**src/rtl/fixed_multiplier_pipe.sv**
```systemverilog
// ----------------------------------------------------------------------------
// fixed_multiplier_pipe : 3-stage sign-magnitude fixed-point multiplier
// Rev 1.0 - initial release
// ----------------------------------------------------------------------------
`timescale 1ns/1ps
`default_nettype none

module fixed_multiplier_pipe #(
  parameter int N     = 16,
  parameter int Q     = 12,
  parameter int ROUND = 1,
  parameter int SAT   = 1
) (
  input  logic         i_clk,
  input  logic         i_rst,
  input  logic         i_valid,
  output logic         o_ready,
  input  logic [N-1:0] i_multiplicand,
  input  logic [N-1:0] i_multiplier,
  output logic         o_valid,
  input  logic         i_ready,
  output logic [N-1:0] o_result,
  output logic         o_ovr,
  input  logic         i_clr_ovr,
  output logic         o_ovr_sticky
);

  // Width of the shifted product plus one bit to keep the rounding carry.
  localparam int MW = 2*N - 1 - Q;

  logic           w_en;
  logic           r_s1_valid;
  logic           r_s1_sign;
  logic [N-2:0]   r_s1_a;
  logic [N-2:0]   r_s1_b;
  logic           r_s2_valid;
  logic           r_s2_sign;
  logic [2*N-3:0] r_s2_prod;
  logic           r_s3_valid;
  logic [N-1:0]   r_s3_result;
  logic           r_s3_ovr;
  logic           r_sticky;

  logic           w_rbit;
  logic [MW-1:0]  w_m;
  logic           w_ovr;
  logic [N-2:0]   w_mag;
  logic           w_sign;

  // Whole pipe advances together, bubbles included; stall only on a held output.
  assign w_en    = ~r_s3_valid | i_ready;
  assign o_ready = w_en;

  assign w_rbit = (ROUND != 0) ? r_s2_prod[Q-1] : 1'b0;
  assign w_m    = {1'b0, r_s2_prod[2*N-3:Q]} + {{(MW-1){1'b0}}, w_rbit};
  assign w_ovr  = |w_m[MW-1:N-1];
  assign w_mag  = (w_ovr && (SAT != 0)) ? {(N-1){1'b1}} : w_m[N-2:0];
  // No negative zero: a zero magnitude always leaves with a positive sign.
  assign w_sign = r_s2_sign & (|w_mag);

  always_ff @(posedge i_clk) begin
    if (i_rst) begin
      r_s1_valid  <= 1'b0;
      r_s1_sign   <= 1'b0;
      r_s1_a      <= '0;
      r_s1_b      <= '0;
      r_s2_valid  <= 1'b0;
      r_s2_sign   <= 1'b0;
      r_s2_prod   <= '0;
      r_s3_valid  <= 1'b0;
      r_s3_result <= '0;
      r_s3_ovr    <= 1'b0;
    end else if (w_en) begin
      r_s1_valid  <= i_valid;
      r_s1_sign   <= i_multiplicand[N-1] ^ i_multiplier[N-1];
      r_s1_a      <= i_multiplicand[N-2:0];
      r_s1_b      <= i_multiplier[N-2:0];
      r_s2_valid  <= r_s1_valid;
      r_s2_sign   <= r_s1_sign;
      r_s2_prod   <= {{(N-1){1'b0}}, r_s1_a} * {{(N-1){1'b0}}, r_s1_b};
      r_s3_valid  <= r_s2_valid;
      r_s3_result <= {w_sign, w_mag};
      r_s3_ovr    <= w_ovr;
    end
  end

  // Set has priority over clear when both happen in the same cycle.
  always_ff @(posedge i_clk) begin
    if (i_rst) begin
      r_sticky <= 1'b0;
    end else if (r_s3_valid && i_ready && r_s3_ovr) begin
      r_sticky <= 1'b1;
    end else if (i_clr_ovr) begin
      r_sticky <= 1'b0;
    end
  end

  assign o_valid      = r_s3_valid;
  assign o_result     = r_s3_result;
  assign o_ovr        = r_s3_ovr;
  assign o_ovr_sticky = r_sticky;

endmodule

`default_nettype wire

```
**config.mk**
```make
export PLATFORM = sky130hd
export DESIGN_NAME = fixed_multiplier_pipe
export DESIGN_NICKNAME = d
export VERILOG_FILES = /design/src/rtl/fixed_multiplier_pipe.sv
export SDC_FILE = /design/constraint.sdc
export NUM_CORES = 1
export LEC_CHECK = 0
export ABC_CLOCK_PERIOD_IN_PS = 12400
export CAP_MARGIN = 10
export CORE_MARGIN = 10
export CORE_UTILIZATION = 62
export DETAILED_ROUTE_END_ITERATION = 12
export PLACE_DENSITY = 0.83
export SLEW_MARGIN = 20
export SYNTH_ARGS = -nofsm -noshare
export SYNTH_HDL_FRONTEND = slang
export SYNTH_SLANG_ARGS = --single-unit
```
**constraint.sdc**
```tcl
create_clock -name i_clk -period 12.4 [get_ports i_clk]
set_input_delay 1.24 -clock i_clk [delete_from_list [all_inputs] [get_ports i_clk]]
set_output_delay 1.24 -clock i_clk [all_outputs]
set_load 0.05 [all_outputs]
```
==> run summary <==
STA
-------------------------------------------------------------------------------------
Setup Skew                                                                 0.01582 ns
Worst-Margin Slew                                                            1.089 ns
Highest achievable clock rate                                               159.2 MHz
Share of the clock period used by the worst path                               50.67%
Final hold violation count                                                          0
Endpoints failing setup                                                             0
Post-layout minimum cycle time                                               6.283 ns
Worst Hold Margin                                                           0.4611 ns
Setup_tns                                                                        0 ns
Slew HR                                                                        27.40%
Count of pins over their slew limit                                                 0
Unrepaired setup endpoints after global routing                                 false

CLOCK TREE
-------------------------------------------------------------------------------------
Buffer type at the clock tree root                                       sky130_fd_sc_hd__clkbuf_16
Clk slew on worst S/H paths                                                   0.07 ns
Clock Tree Buf Depth                                                                2
CTS tree                                                                          yes
Deepest level of the CTS H-tree                                                     3
Cts bufs inserted                                                                   9
Number of sinks on the clock net                                                   72
Clk Latency, worst-skew pair                                                  0.36 ns
Total of hold buffers inserted after clock tree synthesis                           0
Cells resized by post-CTS repair                                                    0
Total setup buffers inserted after CTS                                              0

GLOBAL ROUTING
-------------------------------------------------------------------------------------
All-layer global routing usage                                                 25.71%
Initial antenna violation count                                                     0
Total overflow reported by the global router                                        0
Via count of the first global-routing pass                                      9,354
Wire length of the first global-routing pass                                47,070 um
Maximum number of pins on one net before global-route repair                       58

ROUTE
-------------------------------------------------------------------------------------
Router iterations before antenna repair                                             7
DR vias                                                                         8,827
Post-DRT Antenna Nets                                                               0
Routed length per instance                                                   18.44 um
Ratio of routed vias to standard cells                                          5.904
Drt first-iter violations                                                         728
Remaining design rule violation count                                               0
Total wirelength of the detailed-routed design                              27,570 um

CRITICAL PATH
-------------------------------------------------------------------------------------
Reg2reg path depth                                                                 17
Required arrival time at the worst endpoint                                  12.70 ns
Startpoint type of the worst setup path                                          flop
Worst Setup Path Type                                                         reg2reg
Largest incremental delay on the critical path                                0.82 ns
Maximum net fanout on the critical path                                            16
Worst-path cell with the longest stage delay                             sky130_fd_sc_hd__dfxtp_1
Type of destination of the critical path                                         flop
Most common cell type on the critical path                               sky130_fd_sc_hd__fa_1
Arrival time at the worst endpoint                                            6.58 ns
CP cell instances                                                        nand2_1, fa_1, fa_1, inv_1, fa_1, fa_1, fa_1, inv_1, fa_1, inv_1, ha_1, a21oi_1, o22ai_1, a211oi_1, o21ai_0, or4_1, nand3_1

SYNTH
-------------------------------------------------------------------------------------
Unique cell type count in the Yosys netlist                                        63
Number of synthesized flops with an enable pin                                      0
Compound-cell area share of the yosys netlist                                  10.82%
Post-synthesis share of cell area spent on and, or, nand and nor gates         21.54%
#FFs+latches synth                                                                 72
Synthesized net count                                                           1,569
Fraction of the mapped netlist area in adder cells                             42.22%
Prevailing post-synth register cell                                      sky130_fd_sc_hd__dfxtp_1
Xor/xnor share of the synthesized area                                         1.566%
Share of flip-flops with an asynchronous set or reset after synthesis              0%
YS warnings                                                                         0
Combinational family with the most area after synthesis                   adder cells
Proportion of synthesized area in mux cells                                   0.2943%
Sequential fraction of the synthesis area                                      13.56%
Average footprint of a synthesized cell                                     8.349 um2
Post-synthesis instance area                                               10,630 um2
Cells after Synth                                                               1,273

PLACEMENT
-------------------------------------------------------------------------------------
Detailed-placement wirelength estimate                                      21,210 um
RePlAce Congestion                                                             0.9486
IO buf count                                                                       56
Area after DPL                                                             11,180 um2

CELLS AND AREA
-------------------------------------------------------------------------------------
Most common cell after layout, fill and taps aside                       sky130_fd_sc_hd__nand2_1
Total number of nets in the final design                                        1,566
Most used cells in the layout excluding fill and tap cells               sky130_fd_sc_hd__nand2_1, sky130_fd_sc_hd__inv_1, sky130_fd_sc_hd__fa_1
Fin area                                                                   11,500 um2
Post-route core utilization                                                    68.83%
Fraction of final layout cells with drive strength greater than 1              2.431%
Number of filler cells placed in the layout                                     1,333
Area of combinational cells with multiple inputs                             8132 um2
Number of diodes                                                                    0
Storage element area                                                         1441 um2
Layout Area Growth over Synthesis                                              8.170%

PWR
-------------------------------------------------------------------------------------
Cell area power density                                                  104.3 nW/um2
IR Drop Worst-Case VDD                                                    0.0001125 V
Lkg Pwr                                                                      5.517 nW

MIN PATH
-------------------------------------------------------------------------------------
Hold-critical path depth                                                            2
Class of the tightest hold or removal check                                   reg2reg

FLOORPLANNING
-------------------------------------------------------------------------------------
Count of pins on the block boundary                                                57
Die Y-Extent                                                                 150.9 um
Starting density of the core                                                   63.64%
Overall die area                                                           22,780 um2
Floorplan row count                                                                47
Area inside the core boundary                                              16,700 um2
Horiz. Die Dim                                                               150.9 um

OUTCOME
-------------------------------------------------------------------------------------
Outcome                                                                  complete, no violations

FLOW RUN
-------------------------------------------------------------------------------------
Max capacitance violation total                                                     0

registers in the layout (all words and copies together) (netlist names):
register	flops
o_ovr	1
o_ovr_sticky	1
o_result	16
o_valid	1
r_s1_a	15
r_s1_b	15
r_s1_sign	1
r_s1_valid	1
r_s2_prod	19
r_s2_sign	1
r_s2_valid	1
layer usage:
| metal | up-vias | track usage [%] | routed length, um |
|---|---|---|---|
| met4 | 0 | 7.074 | 663 |
| met5 | - | 0 | 0 |
| met1 | 4375 | 32.72 | 11070 |
| met2 | 349 | 43.46 | 13660 |
| met3 | 63 | 5.340 | 2170 |
| li1 | 4040 | - | - |
cell usage after synthesis, types with 2 or more instances:
master,count,area share (%)
sky130_fd_sc_hd__o22ai_1,4,0.24
sky130_fd_sc_hd__dfxtp_1,72,14
sky130_fd_sc_hd__o21a_1,5,0.35
sky130_fd_sc_hd__or4_1,3,0.21
sky130_fd_sc_hd__and4_1,4,0.33
sky130_fd_sc_hd__nand4_4,2,0.40
sky130_fd_sc_hd__buf_2,6,0.28
sky130_fd_sc_hd__a211oi_1,4,0.28
sky130_fd_sc_hd__a211o_1,4,0.33
sky130_fd_sc_hd__nor2_1,30,1.1
sky130_fd_sc_hd__nand2_1,210,7.4
sky130_fd_sc_hd__buf_1,6,0.21
sky130_fd_sc_hd__clkbuf_1,55,1.9
sky130_fd_sc_hd__o21ai_1,2,0.094
sky130_fd_sc_hd__and3_1,6,0.35
sky130_fd_sc_hd__nor4_1,3,0.18
sky130_fd_sc_hd__nand3_1,26,1.2
sky130_fd_sc_hd__a2111o_1,2,0.21
sky130_fd_sc_hd__and2_1,126,7.4
sky130_fd_sc_hd__buf_4,4,0.28
sky130_fd_sc_hd__o31ai_1,4,0.28
sky130_fd_sc_hd__xnor2_1,14,1.2
sky130_fd_sc_hd__o21ai_0,32,1.5
sky130_fd_sc_hd__a21oi_1,79,3.7
sky130_fd_sc_hd__xor2_1,5,0.41
sky130_fd_sc_hd__or3_1,9,0.53
sky130_fd_sc_hd__o41ai_1,2,0.16
sky130_fd_sc_hd__a21o_1,10,0.71
sky130_fd_sc_hd__o21ba_2,3,0.28
sky130_fd_sc_hd__mux2i_1,2,0.19
sky130_fd_sc_hd__a311oi_1,2,0.16
sky130_fd_sc_hd__nand4_1,17,1.0
sky130_fd_sc_hd__o31a_1,2,0.16
sky130_fd_sc_hd__fa_1,166,31
sky130_fd_sc_hd__nor3_1,9,0.42
sky130_fd_sc_hd__inv_1,206,7.3
sky130_fd_sc_hd__o2111ai_1,2,0.16
sky130_fd_sc_hd__a31oi_1,5,0.29
sky130_fd_sc_hd__ha_1,93,11
sky130_fd_sc_hd__o211ai_1,9,0.64
sky130_fd_sc_hd__nand2b_1,3,0.18
sky130_fd_sc_hd__o311ai_0,4,0.33
through the flow:
step                      setup WS (ns)  power (mW)  cells
after floorplan                   6.914      0.7370   1273
after global placement            6.260      0.8913   1479
after detailed placement          6.195      0.9011   1479
after CTS                         6.155       1.197   1495
after global routing              5.744       1.285   1495
final                             6.117       1.199   1495
final cells by class:
cell class                 instances  area share, %
timing repair buffer              57          4.898
inverter                         206          6.726
sequential                        72          12.54
tap                              220          2.394
multi-input combinational        924          70.73
clock inverter                     7         0.7510
clock buffer                       9          1.959
kinds of logic after synthesis:
group                      Yosys count
DFF                                 72
adders and majority gates          259
AOI/OAI and AO/OA                  186
xor gates and xnor gates            19
buffers and inverters              277
and+or+nand+nor                    457
muxes                                3
power by group:
| part | switching [mW] | internal [mW] |
|---|---|---|
| clock | 0.128 | 0.161 |
| combinational | 0.348 | 0.224 |
| sequential | 0.0710 | 0.267 |
critical path, delay by kind of cell (launching register included):
| family | cells | cell delay [ns] |
|---|---|---|
| buffers and inverters | 3 | 0.15 |
| AND/OR/NAND/NOR | 3 | 0.83 |
| adder cells (fa/ha/maj) | 7 | 3.40 |
| AO/OA/AOI/OAI | 4 | 1.03 |
| flip-flops | 1 | 0.82 |
path summary, 6_finish.rpt:
kind	startpoint	to	slack (ns)
worst max-delay path	r_s1_b[6]	r_s2_prod[26]	6.12
worst min-delay path	r_s2_valid	r_s2_valid	0.46
worst max register to register	r_s1_b[6]	r_s2_prod[26]	6.12
worst min register to register	r_s2_valid	r_s2_valid	0.46
(Power assumes the default switching activity.)
